$ cat src/rtl/spectrum_bar_encoder_if.sv
// Sample-stream and bar-output bundle between the FFT magnitude source and
// the spectrum bar encoder.
interface spectrum_bar_encoder_if #(
    parameter int unsigned MAG_W = 12
);
    logic             mag_valid;
    logic [1:0]       mag_bin;
    logic [MAG_W-1:0] mag;
    logic             frame_end;
    logic [15:0]      bin1;
    logic [15:0]      bin2;
    logic [15:0]      bin3;
    logic [15:0]      bin4;
    logic             bars_valid;
    logic             overrun;

    modport master (
        output mag_valid,
        output mag_bin,
        output mag,
        output frame_end,
        input  bin1,
        input  bin2,
        input  bin3,
        input  bin4,
        input  bars_valid,
        input  overrun
    );

    modport slave (
        input  mag_valid,
        input  mag_bin,
        input  mag,
        input  frame_end,
        output bin1,
        output bin2,
        output bin3,
        output bin4,
        output bars_valid,
        output overrun
    );
endinterface

$ cat src/rtl/spectrum_bar_encoder.sv
// Per-frame peak tracking for 4 spectrum bins, quantised to 0..16 and shown as
// LSB-filled thermometer bars that rise instantly and fall one level per decay period.
module spectrum_bar_encoder #(
    parameter int unsigned MAG_W        = 12,
    parameter int unsigned NOISE_FLOOR  = 64,
    parameter int unsigned DECAY_FRAMES = 4
) (
    input  logic                  clk_i,
    input  logic                  rst_ni,
    spectrum_bar_encoder_if.slave bus_io
);
    localparam int unsigned    CntW    = (DECAY_FRAMES > 1) ? $clog2(DECAY_FRAMES) : 1;
    localparam logic [CntW-1:0] CntLast = CntW'(DECAY_FRAMES - 1);

    typedef enum logic [1:0] {
        StIdle,
        StUpd,
        StDone
    } state_e;

    state_e           state_q, state_d;
    logic [1:0]       k_q, k_d;
    logic [CntW-1:0]  cnt_q, cnt_d;
    logic             bars_valid_q, bars_valid_d;
    logic             overrun_q, overrun_d;
    logic [MAG_W-1:0] peak_q [4];
    logic [MAG_W-1:0] peak_d [4];
    logic [MAG_W-1:0] snap_q [4];
    logic [MAG_W-1:0] snap_d [4];
    logic [4:0]       disp_q [4];
    logic [4:0]       disp_d [4];
    logic [15:0]      bin_q  [4];
    logic [15:0]      bin_d  [4];
    logic [4:0]       lvl;
    logic             dec;

    function automatic logic [4:0] quantise(input logic [MAG_W-1:0] snap);
        if (32'(snap) < NOISE_FLOOR) begin
            return 5'd0;
        end
        return {1'b0, snap[MAG_W-1 -: 4]} + 5'd1;
    endfunction

    function automatic logic [15:0] therm(input logic [4:0] level);
        logic [15:0] bar;
        for (int i = 0; i < 16; i++) begin
            bar[i] = (5'(i) < level);
        end
        return bar;
    endfunction

    assign dec = (cnt_q == CntLast);

    always_comb begin
        state_d      = state_q;
        k_d          = k_q;
        cnt_d        = cnt_q;
        bars_valid_d = 1'b0;
        overrun_d    = overrun_q;
        peak_d       = peak_q;
        snap_d       = snap_q;
        disp_d       = disp_q;
        lvl          = quantise(snap_q[k_q]);

        for (int i = 0; i < 4; i++) begin
            if (bus_io.mag_valid && (bus_io.mag_bin == 2'(i)) && (bus_io.mag > peak_q[i])) begin
                peak_d[i] = bus_io.mag;
            end
        end

        unique case (state_q)
            StIdle: begin
                if (bus_io.frame_end) begin
                    // A same-cycle sample lands in the snapshot; the new frame starts empty.
                    snap_d = peak_d;
                    for (int i = 0; i < 4; i++) begin
                        peak_d[i] = '0;
                    end
                    k_d     = 2'd0;
                    state_d = StUpd;
                end
            end
            StUpd: begin
                if (lvl >= disp_q[k_q]) begin
                    disp_d[k_q] = lvl;
                end else if (dec) begin
                    disp_d[k_q] = disp_q[k_q] - 5'd1;
                end
                k_d = k_q + 2'd1;
                if (k_q == 2'd3) begin
                    state_d = StDone;
                end
            end
            StDone: begin
                bars_valid_d = 1'b1;
                cnt_d        = dec ? '0 : cnt_q + CntW'(1);
                state_d      = StIdle;
            end
            default: state_d = StIdle;
        endcase

        if (bus_io.frame_end && (state_q != StIdle)) begin
            overrun_d = 1'b1;
        end

        for (int i = 0; i < 4; i++) begin
            bin_d[i] = therm(disp_q[i]);
        end
    end

    always_ff @(posedge clk_i or negedge rst_ni) begin
        if (!rst_ni) begin
            state_q      <= StIdle;
            k_q          <= 2'd0;
            cnt_q        <= '0;
            bars_valid_q <= 1'b0;
            overrun_q    <= 1'b0;
            for (int i = 0; i < 4; i++) begin
                peak_q[i] <= '0;
                snap_q[i] <= '0;
                disp_q[i] <= 5'd0;
                bin_q[i]  <= 16'h0000;
            end
        end else begin
            state_q      <= state_d;
            k_q          <= k_d;
            cnt_q        <= cnt_d;
            bars_valid_q <= bars_valid_d;
            overrun_q    <= overrun_d;
            for (int i = 0; i < 4; i++) begin
                peak_q[i] <= peak_d[i];
                snap_q[i] <= snap_d[i];
                disp_q[i] <= disp_d[i];
                bin_q[i]  <= bin_d[i];
            end
        end
    end

    assign bus_io.bin1       = bin_q[0];
    assign bus_io.bin2       = bin_q[1];
    assign bus_io.bin3       = bin_q[2];
    assign bus_io.bin4       = bin_q[3];
    assign bus_io.bars_valid = bars_valid_q;
    assign bus_io.overrun    = overrun_q;
endmodule

$ cat src/flat_wrapper.sv
// flat-port wrapper written by rule: the top's interface ports become plain ports
module spectrum_bar_encoder_flat 
#(
    parameter int unsigned MAG_W        = 12,
    parameter int unsigned NOISE_FLOOR  = 64,
    parameter int unsigned DECAY_FRAMES = 4
)
  (clk_i, rst_ni, bus_io_mag_valid, bus_io_mag_bin, bus_io_mag, bus_io_frame_end, bus_io_bin1, bus_io_bin2, bus_io_bin3, bus_io_bin4, bus_io_bars_valid, bus_io_overrun);
  spectrum_bar_encoder_if #(.MAG_W(MAG_W)) bus_io_i ();
  input  logic clk_i;
  input  logic rst_ni;
  input wire logic [$bits(bus_io_i.mag_valid)-1:0] bus_io_mag_valid;
  input wire logic [$bits(bus_io_i.mag_bin)-1:0] bus_io_mag_bin;
  input wire logic [$bits(bus_io_i.mag)-1:0] bus_io_mag;
  input wire logic [$bits(bus_io_i.frame_end)-1:0] bus_io_frame_end;
  output wire logic [$bits(bus_io_i.bin1)-1:0] bus_io_bin1;
  output wire logic [$bits(bus_io_i.bin2)-1:0] bus_io_bin2;
  output wire logic [$bits(bus_io_i.bin3)-1:0] bus_io_bin3;
  output wire logic [$bits(bus_io_i.bin4)-1:0] bus_io_bin4;
  output wire logic [$bits(bus_io_i.bars_valid)-1:0] bus_io_bars_valid;
  output wire logic [$bits(bus_io_i.overrun)-1:0] bus_io_overrun;
  assign bus_io_i.mag_valid = bus_io_mag_valid;
  assign bus_io_i.mag_bin = bus_io_mag_bin;
  assign bus_io_i.mag = bus_io_mag;
  assign bus_io_i.frame_end = bus_io_frame_end;
  assign bus_io_bin1 = bus_io_i.bin1;
  assign bus_io_bin2 = bus_io_i.bin2;
  assign bus_io_bin3 = bus_io_i.bin3;
  assign bus_io_bin4 = bus_io_i.bin4;
  assign bus_io_bars_valid = bus_io_i.bars_valid;
  assign bus_io_overrun = bus_io_i.overrun;
  spectrum_bar_encoder #(.MAG_W(MAG_W), .NOISE_FLOOR(NOISE_FLOOR), .DECAY_FRAMES(DECAY_FRAMES)) u_core (.clk_i(clk_i), .rst_ni(rst_ni), .bus_io(bus_io_i));
endmodule
$ cat config.mk
export PLATFORM = sky130hd
export DESIGN_NAME = spectrum_bar_encoder_flat
export DESIGN_NICKNAME = d
export VERILOG_FILES = /design/src/rtl/spectrum_bar_encoder_if.sv /design/src/rtl/spectrum_bar_encoder.sv /design/src/flat_wrapper.sv
export SDC_FILE = /design/constraint.sdc
export NUM_CORES = 1
export LEC_CHECK = 0
export CAP_MARGIN = 20
export CORE_MARGIN = 3
export CORE_UTILIZATION = 55
export DETAILED_ROUTE_END_ITERATION = 10
export PLACE_DENSITY_LB_ADDON = 0.3
export SLEW_MARGIN = 30
export SYNTH_ARGS = -nofsm -noshare
export SYNTH_HDL_FRONTEND = slang
export SYNTH_SLANG_ARGS = --single-unit
$ cat constraint.sdc
create_clock -name clk_i -period 3.9 [get_ports clk_i]
set_input_delay 0.39 -clock clk_i [delete_from_list [all_inputs] [get_ports clk_i]]
set_output_delay 0.39 -clock clk_i [all_outputs]
set_load 0.1 [all_outputs]
* Word level (Yosys, flattened, before mapping)
Cells that the tools add are included.
** Storage, ports and cells
- Register bits :: 188
- Latch bits :: 0
- Bits in writable memories :: 0
- ROM bits :: 0
- Input port bits :: 18
- Output and inout bits :: 66
- Memories kept :: 0
** Cells by class
- Add/subtract/negate cells :: 4
- Multiply operators :: 0
- Div/mod/pow operators :: 0
- Magnitude comparators :: 72
- Eq/ne operators :: 9
- Shifts and indexed selects :: 0
- Muxes and demuxes :: 28
- Bitwise gates (word level) :: 1
- Reductions and logical operators :: 19
** Operator list (number)
- < comparator 4 x 5 -> 1 bit (first input constant) :: 32
- 2-to-1 mux 48 bit :: 2
- < comparator 3 x 5 -> 1 bit (first input constant) :: 16
- 2-to-1 mux 12 bit :: 6
- > comparator 12 bit :: 4
- bitwise mux 20 bit :: 2
- < comparator 1 x 5 -> 1 bit (first input constant) :: 8
- < comparator 2 x 5 -> 1 bit (first input constant) :: 8
- 2-to-1 mux 20 bit :: 2
- 2-to-1 mux 5 bit :: 5
- binary-select mux 12 bit (select 2 bit) :: 1
- < comparator 12 x 7 -> 1 bit (second input constant) :: 1
- binary-select mux 5 bit (select 2 bit) :: 1
- demux 5 bit (select 2 bit) :: 1
- equality test 2 bit (second input constant) :: 5
- logical AND 1 bit :: 10
- 2-to-1 mux 2 bit :: 4
- one-hot mux 2 bit (2 select lines) :: 2
- AND reduction 2 bit :: 4
- nonzero test 2 bit :: 3
- adder 4 x 1 -> 5 bit (second input constant) :: 1
- greater-or-equal comparator 5 bit :: 1
- subtractor 5 x 1 -> 5 bit (second input constant) :: 1
- adder 2 x 1 -> 2 bit (second input constant) :: 2
- other kinds (8) :: 11

* Longest topological paths before layout
Gate-level depths: netlist of run 1.
- Depth in word-level cells :: 10
- Gate-level depth with buffers :: 16
- Depth with buffers taken out :: 15

* Least setup slack after synthesis of run 1
Ideal clock, no wire load.
- Kind :: flip-flop to flip-flop
- Start point :: register u_core.k_q[0]
- End point :: register u_core.disp_q[13] (netlist bit)
- Setup time :: 0.128 ns
- Data arrival time :: 3.279 ns
- Data required time :: 3.772 ns
- Path slack :: 0.494 ns
- Stages on the path, launching flop included :: 17
- Buffers on the path :: 1
- Period minus slack after synthesis :: 3.406 ns
- Cells stage by stage :: dfrtp_1 > buf_6 > mux4_2 > inv_1 > ha_1 > o311a_1 > o31ai_1 > nand3_1 > o21ai_0 > ha_1 > nor2b_1 > o21ai_0 > o21ai_1 > o21ai_4 > nor2_8 > nor2_2 > mux2_1
** On the way
- Cells in the longest elaborated chain, start to end :: 10
- Elaborated cells on any way between the ends :: 24
- Those cells by class :: 2 x add/sub; 4 x order compare; 14 x mux; 1 x bitwise; 3 x reduce/logical
** RTL lines
- start, declared :: line spectrum_bar_encoder.sv:22 : logic [1:0] k_q, k_d;
- start signal, assigned :: line spectrum_bar_encoder.sv:126 : k_q <= k_d;
- inverter 2 -> 3 bit (not written as such) (*)
- binary-select mux 12 bit (select 2 bit) :: line spectrum_bar_encoder.sv:63 : lvl = quantise(snap_q[k_q]);
- 2-to-1 mux 12 bit (not written as such) (2 in a row) :: line spectrum_bar_encoder.sv:63
- < comparator 12 x 7 -> 1 bit :: line spectrum_bar_encoder.sv:38 : if (32'(snap) < NOISE_FLOOR) begin
- 2-to-1 mux 1 bit :: line spectrum_bar_encoder.sv:38
- 2-to-1 mux 5 bit :: line spectrum_bar_encoder.sv:41 : return {1'b0, snap[MAG_W-1 -: 4]} + 5'd1;
- greater-or-equal comparator 5 bit :: line spectrum_bar_encoder.sv:84 : if (lvl >= disp_q[k_q]) begin
- nonzero test 2 bit (no line)
- AND reduction 2 bit (no line)
- end signal, assigned by index :: line spectrum_bar_encoder.sv:133 : disp_q[i] <= disp_d[i];
- end, declared :: line spectrum_bar_encoder.sv:30 : logic [4:0] disp_q [4];
Mark *: on every way between the ends. The rest lies on a longest branch, timed or not. The select of a mux whose other input is x is not followed.
A chain may end at the register's enable or synchronous reset.

* Final worst setup path of run 1
Same ends and word-level chain as after synthesis.

==> results_dict.tcl, run 1 <==
set metrics [dict create \
    drc 0 \
    cap_violations 0 \
    final_nets 938 \
    endpoint "u_core.disp_q[13]" \
    critical_path.startpoint "u_core.k_q[0]" \
    cpPeakStageDelay_ns 0.57 \
    cts_tree "done" \
    tns_ns 0 \
    crit_buf_inv 1 \
    antenna_found_initial 0 \
    ys_seq_elements 164 \
    rsz0062_at_grt "no" \
    finalSetupViolations 0 \
    yosys.area.top_type "dfrtp_1" \
    ys_warn_count 0 \
    crit_cells 14 \
    finalWorstSetupSlack_ns 0.336 \
    routed_wl_microns 18900 \
    numCtsBuffers 17 \
    finalCriticalPeriod_ns 3.56 \
    core_region_area_sq_um 14100 \
    r2r_setup_slack_ns 0.34 \
    syn-cell-area_sq_um 8040 \
    final_antenna_net_count 0 \
    ys_seq_area_frac 0.511 \
    drive_above_1_share 0.0940 \
    clkTransAtPathRegs_ns 0.06 \
    hpwl_microns 13700 \
    worstSkewPairLatency_ns 0.43 \
    r2r-end "u_core.disp_q[13]" \
    synth_nets 837 \
    htreeDepth 4 \
    slowest_stage "mux4_2" \
    vias 6027 \
    cts_hold_buf 0 \
    maxSlewHeadroom 0.326 \
    gr-usage-all-layers 0.251 \
    worstSetupEndpointType "flop" \
    cts_buffer_depth 2 \
    die_w_microns 127 \
    grt_max_degree 103 \
    start_util 0.570 \
    tritoncts_num_sinks 164 \
    timing.final.crit_share 0.914 \
    r2r.worst_path.cells 14 \
    maxSlewViolCount 0 \
    die_area_sq_um 16100 \
    yosysTopAreaCellShare 0.511 \
    worst_slew_pin_slew_ns 1.01 \
    rr_startpoint "u_core.k_q[0]" \
    crit_family "compound AO/OA/AOI/OAI gates" \
    gp_congestion 0.860 \
    hp-class "in -> async" \
    clockRootBuffer "clkbuf_16" \
    drtPass1Iterations 5 \
    pre_cts_ws_ns 0.124 \
    synthDistinctLibCells 53 \
    fin_skew_ns 0.00841 \
    io_buffers 83 \
    synth-edff-count 0 \
    finalHoldViolCount 0 \
    async_reset_ff_frac 1.00 \
    wl_per_cell_microns 18.0 \
    area_growth_pct 21.8 \
    most-common-layout-cells "dfrtp_1, nand2_1, clkdlybuf4s50_1" \
    critPathMaxFanout 5 \
    required_ns 4.20 \
    timing.fmax_mhz 281 \
    ys.flop_type "dfrtp_1" \
    arrival_ns 3.87 \
    syn_avg_cell_area_sq_um 10.6 \
    synthTopCellsByArea "dfrtp_1, ha_1, mux2i_1" \
    startpoint_type "flop" \
    layout_commonest_cell "dfrtp_1" \
    drt-initial-drc-count 461 \
    grt_pass1_wl_microns 31800 \
    rows 43 \
    die_h_microns 127 \
    antenna_cells 0 \
    crit_path_cell_trace "mux4_2 -> inv_1 -> ha_1 -> nor2b_1 -> nand3_1 -> o21a_1 -> ha_1 -> nand2_1 -> o21ai_1 -> o21ai_1 -> o21ai_4 -> nor2_8 -> nor2_2 -> mux2_1" \
    grt.overflow.total 0 \
    outcome "finished clean" \
    vias_per_cell 5.73 \
    grt_pass1_vias 6431 \
    path_class "reg -> reg" \
    syn-instance-count 758 \
    ioPinCount 84 \
]
[cell usage after synthesis (4+ instances only)]
library cell and count:
dfrtp_1 164, nand2_1 85, inv_1 75, ha_1 61, nor2_1 53, o21ai_0 42
mux2i_1 39, nand3_1 26, clkbuf_1 19, a21o_1 17, a21oi_1 15, o21a_1 14
o31ai_1 14, nand4_1 10, a211o_1 8, mux4_2 8, nor2b_1 8, nor3_1 8
o221ai_1 8, and3_1 7, and2_1 6, o22ai_1 6, a2bb2oi_1 4, mux2_1 4
nor2_2 4, o221a_2 4, or3_1 4
[how the worst min path moves through the flow]
stage	to	slack, ns	depth (start not counted)
4_1_cts	u_core.bus_io.bin1[3]	0.11	1
2_1_floorplan	u_core.bus_io.bars_valid	0.09	0
3_5_place_dp	u_core.bus_io.bin4[15]	0.42	0
3_3_place_gp	u_core.bus_io.bin4[15]	0.41	0
5_1_grt	u_core.bus_io.bin1[3]	0.11	1
6_report	u_core.bus_io.bin1[3]	0.06	1
[repair_timing]
item | CTS | global route
setup buffers | 0 | 0
endpoints found under the setup margin | 0 | 14
gates resized for setup | 0 | 2
[sequential cells by signal (all words and copies together) (netlist names)]
signal,cells
u_core.bus_io.overrun,1
u_core.snap_q,24
u_core.bus_io.bin2,16
u_core.bus_io.bin1,16
u_core.k_q,2
u_core.bus_io.bars_valid,1
u_core.state_q,2
u_core.peak_q,48
u_core.bus_io.bin4,16
u_core.cnt_q,2
u_core.bus_io.bin3,16
u_core.disp_q,20
[worst register-to-register path: stages (launching register included)]
cell and delay, ns:
dfrtp_2 0.43, mux4_2 0.57, inv_1 0.13, ha_1 0.14, nor2b_1 0.19, nand3_1 0.12
o21a_1 0.22, ha_1 0.27, nand2_1 0.05, o21ai_1 0.23, o21ai_1 0.18, o21ai_4 0.30
nor2_8 0.07, nor2_2 0.21, mux2_1 0.35
[metrics by stage]
step / utilization / hold slack, ns / cells / instance area [sq um]
after CTS: 0.694 / 0.112 / 1052 / 9790
after detailed placement: 0.651 / 0.420 / 1020 / 9180
after global placement: 0.650 / 0.415 / 1019 / 9170
final: 0.694 / 0.0594 / 1052 / 9790
after global routing: 0.694 / 0.114 / 1052 / 9790
after floorplan: - / 0.0944 / 758 / 8040
[final cells by class]
cell class	instances	area [sq um]
clock inverters	11	150
well taps	180	225
repair buffers	107	1010
inverters	75	282
clock buffers	21	460
multi-input cells	494	3550
flip-flops and latches	164	4110
fillers	1060	4310
[routing by layer]
metal	routed length, microns	up-vias	share of wire	global-route usage
li1	-	2860	-	-
met1	7700	2924	0.41	0.294
met2	9350	168	0.49	0.425
met3	700	75	0.037	0.0484
met4	1190	0	0.063	0.156
met5	0	-	0	0
[cells by family (layout without fill, tap and decap cells)]
logic type                 count (synthesis)  count (layout)  share of synthesized area
buffers and inverters                    100             214                     0.0490
DFF                                      164             164                      0.511
xor gates and xnor gates                   2               2                    0.00218
muxes                                     54              54                     0.0808
and+or+nand+nor                          222             222                      0.128
adders and majority gates                 61              61                     0.0950
AOI/OAI and AO/OA                        155             155                      0.135
Power of run 1 is not shown: default switching activity piles up to over one toggle a cycle in this logic, so the estimate is an artifact.
==> inputs of run 2 (changes only) <==
--- a/config.mk
+++ b/config.mk
@@ -14,3 +14,4 @@
 export SYNTH_ARGS = -nofsm -noshare
 export SYNTH_HDL_FRONTEND = slang
 export SYNTH_SLANG_ARGS = --single-unit
+export TNS_END_PERCENT = 30
==> results of run 2 <==
Final layout, timing and power as in run 1 (identical DEF).
Power of run 2 is left out for the same reason.
